==> src/rtl/buzzer_scheduler.sv <==
// Single piezo controller: arbitrates hourly chime, alarm session and key-click,
// sequences pip/beep cadences and generates the tone waveform.
module buzzer_scheduler #(
    parameter int PIP_CYCLES    = 250,
    parameter int BEEP_HALF     = 125,
    parameter int ALARM_SECONDS = 60,
    parameter int CLICK_CYCLES  = 10
) (
    input  logic       _500Hz,
    input  logic       CR,
    input  logic [7:0] Hour,
    input  logic [7:0] Minute,
    input  logic [7:0] Second,
    input  logic [7:0] AlarmHour,
    input  logic [7:0] AlarmMinute,
    input  logic       AlarmEn,
    input  logic       Stop,
    input  logic       KeyPress,
    output logic       Buzzer,
    output logic [1:0] Source,
    output logic       Ringing
);

    typedef enum logic [1:0] {
        S_IDLE  = 2'd0,
        S_CHIME = 2'd1,
        S_ALARM = 2'd2,
        S_CLICK = 2'd3
    } state_t;

    state_t      r_state;
    state_t      w_state_nx;
    logic [7:0]  r_sec_q;
    logic        r_primed;
    logic        r_ringing;
    logic [7:0]  r_rcnt;
    logic [15:0] r_cnt;
    logic [1:0]  r_tone;
    logic        r_low;
    logic        r_buzzer;

    logic        w_tick;
    logic        w_chime;
    logic        w_chime_low;
    logic        w_start;
    logic        w_end;
    logic        w_ring_nx;
    logic        w_entry;
    logic [15:0] w_cnt_nx;
    logic [1:0]  w_tone_nx;
    logic        w_low_nx;
    logic        w_buzz_nx;

    // Second-change detection and chime/alarm request decoding
    always_comb begin
        w_tick      = r_primed && (Second != r_sec_q);
        w_chime_low = (Second != 8'h59);
        w_chime     = w_tick && (Minute == 8'h59) &&
                      (Second >= 8'h55) && (Second <= 8'h59);
        w_start     = w_tick && (Second == 8'h00) && AlarmEn &&
                      (Hour == AlarmHour) && (Minute == AlarmMinute);
        w_end       = r_ringing && (Stop || !AlarmEn ||
                      (w_tick && (r_rcnt == 8'(ALARM_SECONDS - 1))));
        w_ring_nx   = w_end ? 1'b0 : (w_start ? 1'b1 : r_ringing);
    end

    // Arbiter next state: chime beats alarm beats click
    always_comb begin
        w_state_nx = r_state;
        unique case (r_state)
            S_IDLE: begin
                if (w_chime)        w_state_nx = S_CHIME;
                else if (w_ring_nx) w_state_nx = S_ALARM;
                else if (KeyPress)  w_state_nx = S_CLICK;
            end
            S_CHIME: begin
                if (w_chime)
                    w_state_nx = S_CHIME;
                else if (r_cnt == 16'(PIP_CYCLES - 1))
                    w_state_nx = w_ring_nx ? S_ALARM : S_IDLE;
            end
            S_ALARM: begin
                if (w_chime)         w_state_nx = S_CHIME;
                else if (!w_ring_nx) w_state_nx = S_IDLE;
            end
            S_CLICK: begin
                if (w_chime)
                    w_state_nx = S_CHIME;
                else if (r_cnt == 16'(CLICK_CYCLES - 1))
                    w_state_nx = S_IDLE;
            end
        endcase
    end

    // Phase counters and next tone sample; a pip restart counts as an entry
    always_comb begin
        w_entry   = (w_state_nx != r_state) || ((r_state == S_CHIME) && w_chime);
        w_low_nx  = w_chime ? w_chime_low : r_low;
        w_tone_nx = w_entry ? 2'd0 : r_tone + 2'd1;
        w_cnt_nx  = r_cnt + 16'd1;
        if (w_entry || (r_state == S_IDLE))
            w_cnt_nx = 16'd0;
        else if ((r_state == S_ALARM) && (r_cnt == 16'(2 * BEEP_HALF - 1)))
            w_cnt_nx = 16'd0;
        w_buzz_nx = 1'b0;
        unique case (w_state_nx)
            S_IDLE:  w_buzz_nx = 1'b0;
            S_CHIME: w_buzz_nx = w_low_nx ? ~w_tone_nx[1] : ~w_tone_nx[0];
            S_ALARM: w_buzz_nx = ~w_tone_nx[0] && (w_cnt_nx < 16'(BEEP_HALF));
            S_CLICK: w_buzz_nx = ~w_tone_nx[0];
        endcase
    end

    // Arbiter state register
    always_ff @(posedge _500Hz or posedge CR) begin
        if (CR) r_state <= S_IDLE;
        else    r_state <= w_state_nx;
    end

    // Second sampler; primed blocks a tick on the first post-reset sample
    always_ff @(posedge _500Hz or posedge CR) begin
        if (CR) begin
            r_sec_q  <= 8'h00;
            r_primed <= 1'b0;
        end else begin
            r_sec_q  <= Second;
            r_primed <= 1'b1;
        end
    end

    // Alarm session flag and its second counter, running even when preempted
    always_ff @(posedge _500Hz or posedge CR) begin
        if (CR) begin
            r_ringing <= 1'b0;
            r_rcnt    <= 8'd0;
        end else begin
            r_ringing <= w_ring_nx;
            if (w_end)
                r_rcnt <= 8'd0;
            else if (w_start)
                r_rcnt <= 8'd0;
            else if (r_ringing && w_tick)
                r_rcnt <= r_rcnt + 8'd1;
        end
    end

    // Tone generator, cadence/length counter and registered buzzer pin
    always_ff @(posedge _500Hz or posedge CR) begin
        if (CR) begin
            r_cnt    <= 16'd0;
            r_tone   <= 2'd0;
            r_low    <= 1'b0;
            r_buzzer <= 1'b0;
        end else begin
            r_cnt    <= w_cnt_nx;
            r_tone   <= w_tone_nx;
            r_low    <= w_low_nx;
            r_buzzer <= w_buzz_nx;
        end
    end

    assign Buzzer  = r_buzzer;
    assign Source  = r_state;
    assign Ringing = r_ringing;

endmodule

==> config.mk <==
export PLATFORM = sky130hd
export DESIGN_NAME = buzzer_scheduler
export DESIGN_NICKNAME = d
export VERILOG_FILES = /design/src/rtl/buzzer_scheduler.sv
export SDC_FILE = /design/constraint.sdc
export NUM_CORES = 1
export LEC_CHECK = 0
export CAP_MARGIN = 20
export CORE_AREA = 4 4 99 110
export DETAILED_ROUTE_END_ITERATION = 8
export DIE_AREA = 0 0 103 114
export PLACE_DENSITY = 0.5
export SLEW_MARGIN = 15
export SYNTH_ARGS = -nofsm -noshare
export SYNTH_HDL_FRONTEND = slang
export SYNTH_SLANG_ARGS = --single-unit
==> constraint.sdc <==
create_clock -name _500Hz -period 7.3 [get_ports _500Hz]
set_input_delay 0.73 -clock _500Hz [delete_from_list [all_inputs] [get_ports _500Hz]]
set_output_delay 0.73 -clock _500Hz [all_outputs]
set_load 0.1 [all_outputs]
[After elaboration in Yosys (flattened, before gate mapping)]
Index checks and enable logic that the tools add are counted.
Widths: inputs -> output; s select.
Cells by class
  magnitude comparators: 3
  add/sub/neg operators: 3
  div/mod/pow operators: 0
  shift operators: 0
  bitwise gates (word level): 2
  multiply operators: 0
  equal/unequal tests: 15
  reductions and logical operators: 23
  multiplexer cells: 22
Operators with widths (count)
  $mux 16: 2
  $mux 8: 3
  $mux 2: 11
  $add 16x1->16 const B: 1
  $eq 16x4->1 const B: 1
  $eq 16x8->1 const B: 1
  $eq 8x8->1: 2
  $lt 16x7->1 const B: 1
  $logic_and 1x1->1: 14
  $add 8x1->8 const B: 1
  $eq 2x2->1 const B: 4
  $eq 8x6->1 const B: 1
  $eq 8x7->1 const B: 1
  $ge 8x7->1 const B: 1
  $le 8x7->1 const B: 1
  $logic_not 8->1: 1
  $ne 8x7->1 const B: 1
  $ne 8x8->1: 1
  $pmux 2 s4: 1
  $eq 2x1->1 const B: 2
  $logic_not 2->1: 2
  $logic_or 1x1->1: 4
  $mux 1: 4
  $pmux 1 s4: 1
  5 further kinds: 6
Storage, ports and cells
  bits of input ports: 45
  register bits after elaboration: 40
  bits in writable memories: 0
  output and inout port bits: 4
  ROM bits: 0
  memories kept: 0
  latch bits: 0

[Logic depth before layout (Yosys ltp)]
  word-level depth: 19
  gate-level depth with buffers: 9
  depth with buffers taken out: 9

[Worst setup path before layout]
OpenSTA, ideal clock, no wires.
  path type: input to register
  start: input port Second[5]
  end: register r_buzzer, in the netlist Buzzer
  required time: 7.163 ns
  cell stages on the path: 7
  slack: 4.807 ns
  setup time: 0.137 ns
  arrival time: 2.356 ns
  path through: xnor2_1 nand4_1 o21ai_1 and4b_1 or3_1 a211oi_1 o32ai_2
Between the ends
  elaborated cells between the ends (all ways): 44
  those cells by class: order compare: 3; eq/ne: 6; mux: 16; bitwise: 2; reduce/logical: 17
RTL lines
  start: declaration: line 13  | input logic [7:0] Second,
  $ne 8x8->1: line 56  | w_tick = r_primed && (Second != r_sec_q);
  $logic_and 1x1->1: line 56
  $logic_and 1x1->1 (3 in a row): line 60  | w_start = w_tick && (Second == 8'h00) && AlarmEn &&
  $logic_and 1x1->1: line 61  | (Hour == AlarmHour) && (Minute == AlarmMinute);
  $mux 1 (2 in a row): line 64  | w_ring_nx = w_end ? 1'b0 : (w_start ? 1'b1 : r_ringing);
  $mux 2: line 80  | w_state_nx = w_ring_nx ? S_ALARM : S_IDLE;
  $mux 2: line 79  | else if (r_cnt == 16'(PIP_CYCLES - 1))
  $mux 2: line 77  | if (w_chime)
  $pmux 2 s4: line 70  | unique case (r_state)
  $ne 2x2->1: line 97  | w_entry = (w_state_nx != r_state) || ((r_state == S_CHIME) && w_chime);
  $logic_or 1x1->1 *: line 97
  $mux 2 *: line 99  | w_tone_nx = w_entry ? 2'd0 : r_tone + 2'd1;
  named net w_tone_nx[0]: line 50  | logic [1:0] w_tone_nx;
  $not 1->1 *: line 108, 109, 110
  $mux 1 / $logic_and 1x1->1 (equally long branches): line 108, 109
  $pmux 1 s4 *: line 106  | unique case (w_state_nx)
  named net w_buzz_nx: line 52  | logic w_buzz_nx;
  end signal: assignment: line 158  | r_buzzer <= w_buzz_nx;
  end: declaration: line 40  | logic r_buzzer;
Mark *: on every way through the listed nets, which the timed path passes. The rest lies on a longest branch.
A chain may end at the register's enable or synchronous reset.

[Worst setup path in the final report]
  start: input port Second[6]
  end: register r_buzzer, in the netlist Buzzer
Same word-level chain as after synthesis.

==> flow_metrics.py <==
metrics = {
    "status": {
        "outcome": "finished, final reports clean",
    },
    "layout": {
        "antennaDiodeCount": 0,
        "layoutNonFillerInstCount": 433,
        "area_growth_pct": 28.4,
        "fin_util": 0.327,
        "nNetsFinal": 360,
        "drive_gt1_frac": 0.0607,
    },
    "worst_setup_path": {
        "start_kind": "primary input",
        "cp.arrival_ns": 3.21,
        "path_max_fanout": 6,
        "crit_required_ns": 7.47,
        "critPathKind": "in2reg",
        "endpoint_kind": "register",
    },
    "placed_design": {
        "port_buffers": 48,
        "placed_cells_incl_taps": 425,
        "place_congestion": 0.795,
        "hpwlAfterDp_um": 4780,
    },
    "synth": {
        "synth.area.top_cells": "dfrtp_1, xnor2_1, nor2_1",
        "yosysTopAreaCell": "dfrtp_1",
        "synth_fp_nets": 314,
        "yosys_warnings": 0,
        "synth.avg_cell_area_sq_um": 9.38,
        "ys_seq_elements": 40,
        "synth_edf_count": 0,
        "syn-cell-area_sq_um": 2490,
        "synth-main-ff-cell": "dfrtp_1",
        "synth_cells": 266,
        "ys_types": 53,
        "synthArstFlopShare": 1.00,
        "ys_seq_area_frac": 0.401,
        "synth.top_cell.area_share": 0.401,
    },
    "route": {
        "wl_um": 6370,
        "wl_per_cell_um": 14.7,
        "first_pass_iters": 4,
        "num_vias": 2105,
        "via_per_inst": 4.86,
        "drc": 0,
        "drt-initial-drc-count": 77,
        "ant_nets": 0,
    },
    "die": {
        "die_area_sq_um": 11700,
        "rows": 38,
        "start_util": 0.255,
        "die-height_um": 114,
        "dieWidth_um": 103,
        "io_pins": 49,
        "core_sq_um": 9790,
    },
    "grt": {
        "overflow": 0,
        "grt_pass1_wl_um": 10100,
        "grt_max_degree": 41,
        "grt_pass1_vias": 2081,
        "antenna_found_initial": 0,
        "grt_usage": 0.108,
    },
    "timing": {
        "slew_violations": 0,
        "rsz0062_at_grt": "false",
        "layout_min_cycle_time_ns": 3.03,
        "setup_tns_ns": 0,
        "fmax_mhz": 330,
        "final.setup_skew_ns": 0.0109,
        "setup_violations": 0,
        "fin_crit_sh": 0.416,
        "relSlewSlack": 0.329,
        "worst-slew-pin-transition_ns": 1.00,
        "hold_viol": 0,
    },
    "power_and_ir_drop": {
        "p_int_mw": 0.402,
        "ir_worst_vdd_mv": 0.0947,
        "p_leak_nw": 1.24,
        "p_total_mw": 0.552,
        "p_clk_frac": 0.350,
        "switching_share": 0.272,
        "power.density_nw_per_um2": 172,
        "switching_power_mw": 0.150,
        "comb_power_share": 0.174,
        "seq_power_share": 0.477,
    },
    "cts": {
        "cts_hold_buf": 0,
        "cts_tree": "built",
        "clkSinkCount": 40,
        "clkLatencyLatePin_ns": 0.30,
        "post_cts.repair.setup_buffers": 0,
        "htreeDepth": 2,
        "cts_made_buffers": 5,
        "ctsResizeCount": 0,
        "cts_root_buf": "clkbuf_8",
        "clockBufferDepth": 2,
        "clk_pin_slew_worst_paths_ns": 0.09,
    },
    "run": {
        "maxCapViolations": 0,
    },
    "hold_path": {
        "hold_path.class": "reg2reg",
    },
}
-- registers in the layout, summed over array words and instances (netlist names) --
register and flops:
r_cnt 16, Buzzer 1, r_low 1, r_rcnt 8, Ringing 1, Source 2
r_tone 2, r_primed 1, r_sec_q 8
-- routing by layer --
metal	vias to the layer above	wire length (um)	GRT usage
met3	4	471	0.0287
met1	999	2780	0.134
met5	-	0	0
li1	1046	-	-
met2	56	3070	0.186
met4	0	50	0.0259
-- Yosys cell counts (4+ instances only) --
master / n
a21oi_1: 5
nor2_1: 37
xor2_1: 13
dfrtp_1: 40
nand2_1: 16
nand4_1: 15
and3_1: 5
xnor2_1: 36
inv_1: 7
nor3_1: 6
clkbuf_1: 4
nor4_1: 5
nand3_1: 11
a211oi_1: 5
a21o_1: 4
-- worst paths after layout --
| path | start | endpoint | slack (ns) | depth (start not counted) |
|---|---|---|---|---|
| min | r_low | r_low | 0.50 | 1 |
| min reg2reg | r_low | r_low | 0.50 | 1 |
| min in group asynchronous | CR | Buzzer | 0.87 | 3 |
| max reg2reg | r_cnt[0] | Buzzer | 4.67 | 8 |
| max | Second[6] | Buzzer | 4.27 | 8 |
| max in group asynchronous | CR | r_cnt[11] | 6.06 | 3 |
-- critical path, cell delays in order --
cell             delay (ns)
clkdlybuf4s50_1        0.55
xnor2_1                0.15
nand4_1                0.20
o21ai_1                0.40
and4b_1                0.28
or3_1                  0.38
a211oi_1               0.37
o32ai_2                0.15
-- final cells by class --
class | count | area, sq um
Tap cell | 120 | 150
Sequential cell | 40 | 1000
Inverter | 7 | 26.3
Timing Repair Buffer | 49 | 488
Multi-Input combinational cell | 209 | 1420
Clock inverter | 2 | 38.8
Fill cell | 1030 | 6590
Clock buffer | 6 | 82.6
-- metrics by stage --
stage	hold slack (ns)	instance area, sq um	worst slack [ns]
floorplan	0.451	2490	4.81
global placement	0.481	3080	4.02
detailed placement	0.485	3080	3.96
CTS	0.507	3200	4.27
global route	0.531	3200	3.99
finish	0.502	3200	4.27
-- logic make-up (layout without fill, tap and decap cells) --
| logic type | count (synthesis) | after routing | synth area share |
|---|---|---|---|
| buffers and inverters | 17 | 64 | 0.0311 |
| other | 1 | 1 | 0.00150 |
| adder cells (fa/ha/maj) | 3 | 3 | 0.0150 |
| XOR/XNOR | 49 | 49 | 0.172 |
| AND/OR/NAND/NOR | 117 | 117 | 0.253 |
| AO/OA/AOI/OAI | 39 | 39 | 0.126 |
| flip-flops | 40 | 40 | 0.401 |
-- power by group through the flow --
stage / sequential (mW) / combinational (mW) / clock (mW)
global placement: 0.267 / 0.0956 / 0
global route: 0.267 / 0.106 / 0.211
finish: 0.263 / 0.0959 / 0.193
detailed placement: 0.266 / 0.0970 / 0
floorplan: 0.254 / 0.0693 / 0
CTS: 0.263 / 0.0971 / 0.202
-- layout by cell type, fill, tap and decap left out, types with 3 or more instances in the layout --
cell,instances
clkdlybuf4s50_1,48
dfrtp_1,40
nor2_1,37
xnor2_1,36
nand2_1,16
nand4_1,15
xor2_1,13
nand3_1,11
inv_1,7
nor3_1,6
clkbuf_8,6
and3_1,5
nor4_1,5
a21oi_1,5
a211oi_1,5
a21o_1,4
o21ai_0,3
nor4bb_1,3
a31oi_1,3
o2111ai_1,3
ha_1,3
Note: power is estimated with default switching activity, not from simulation.
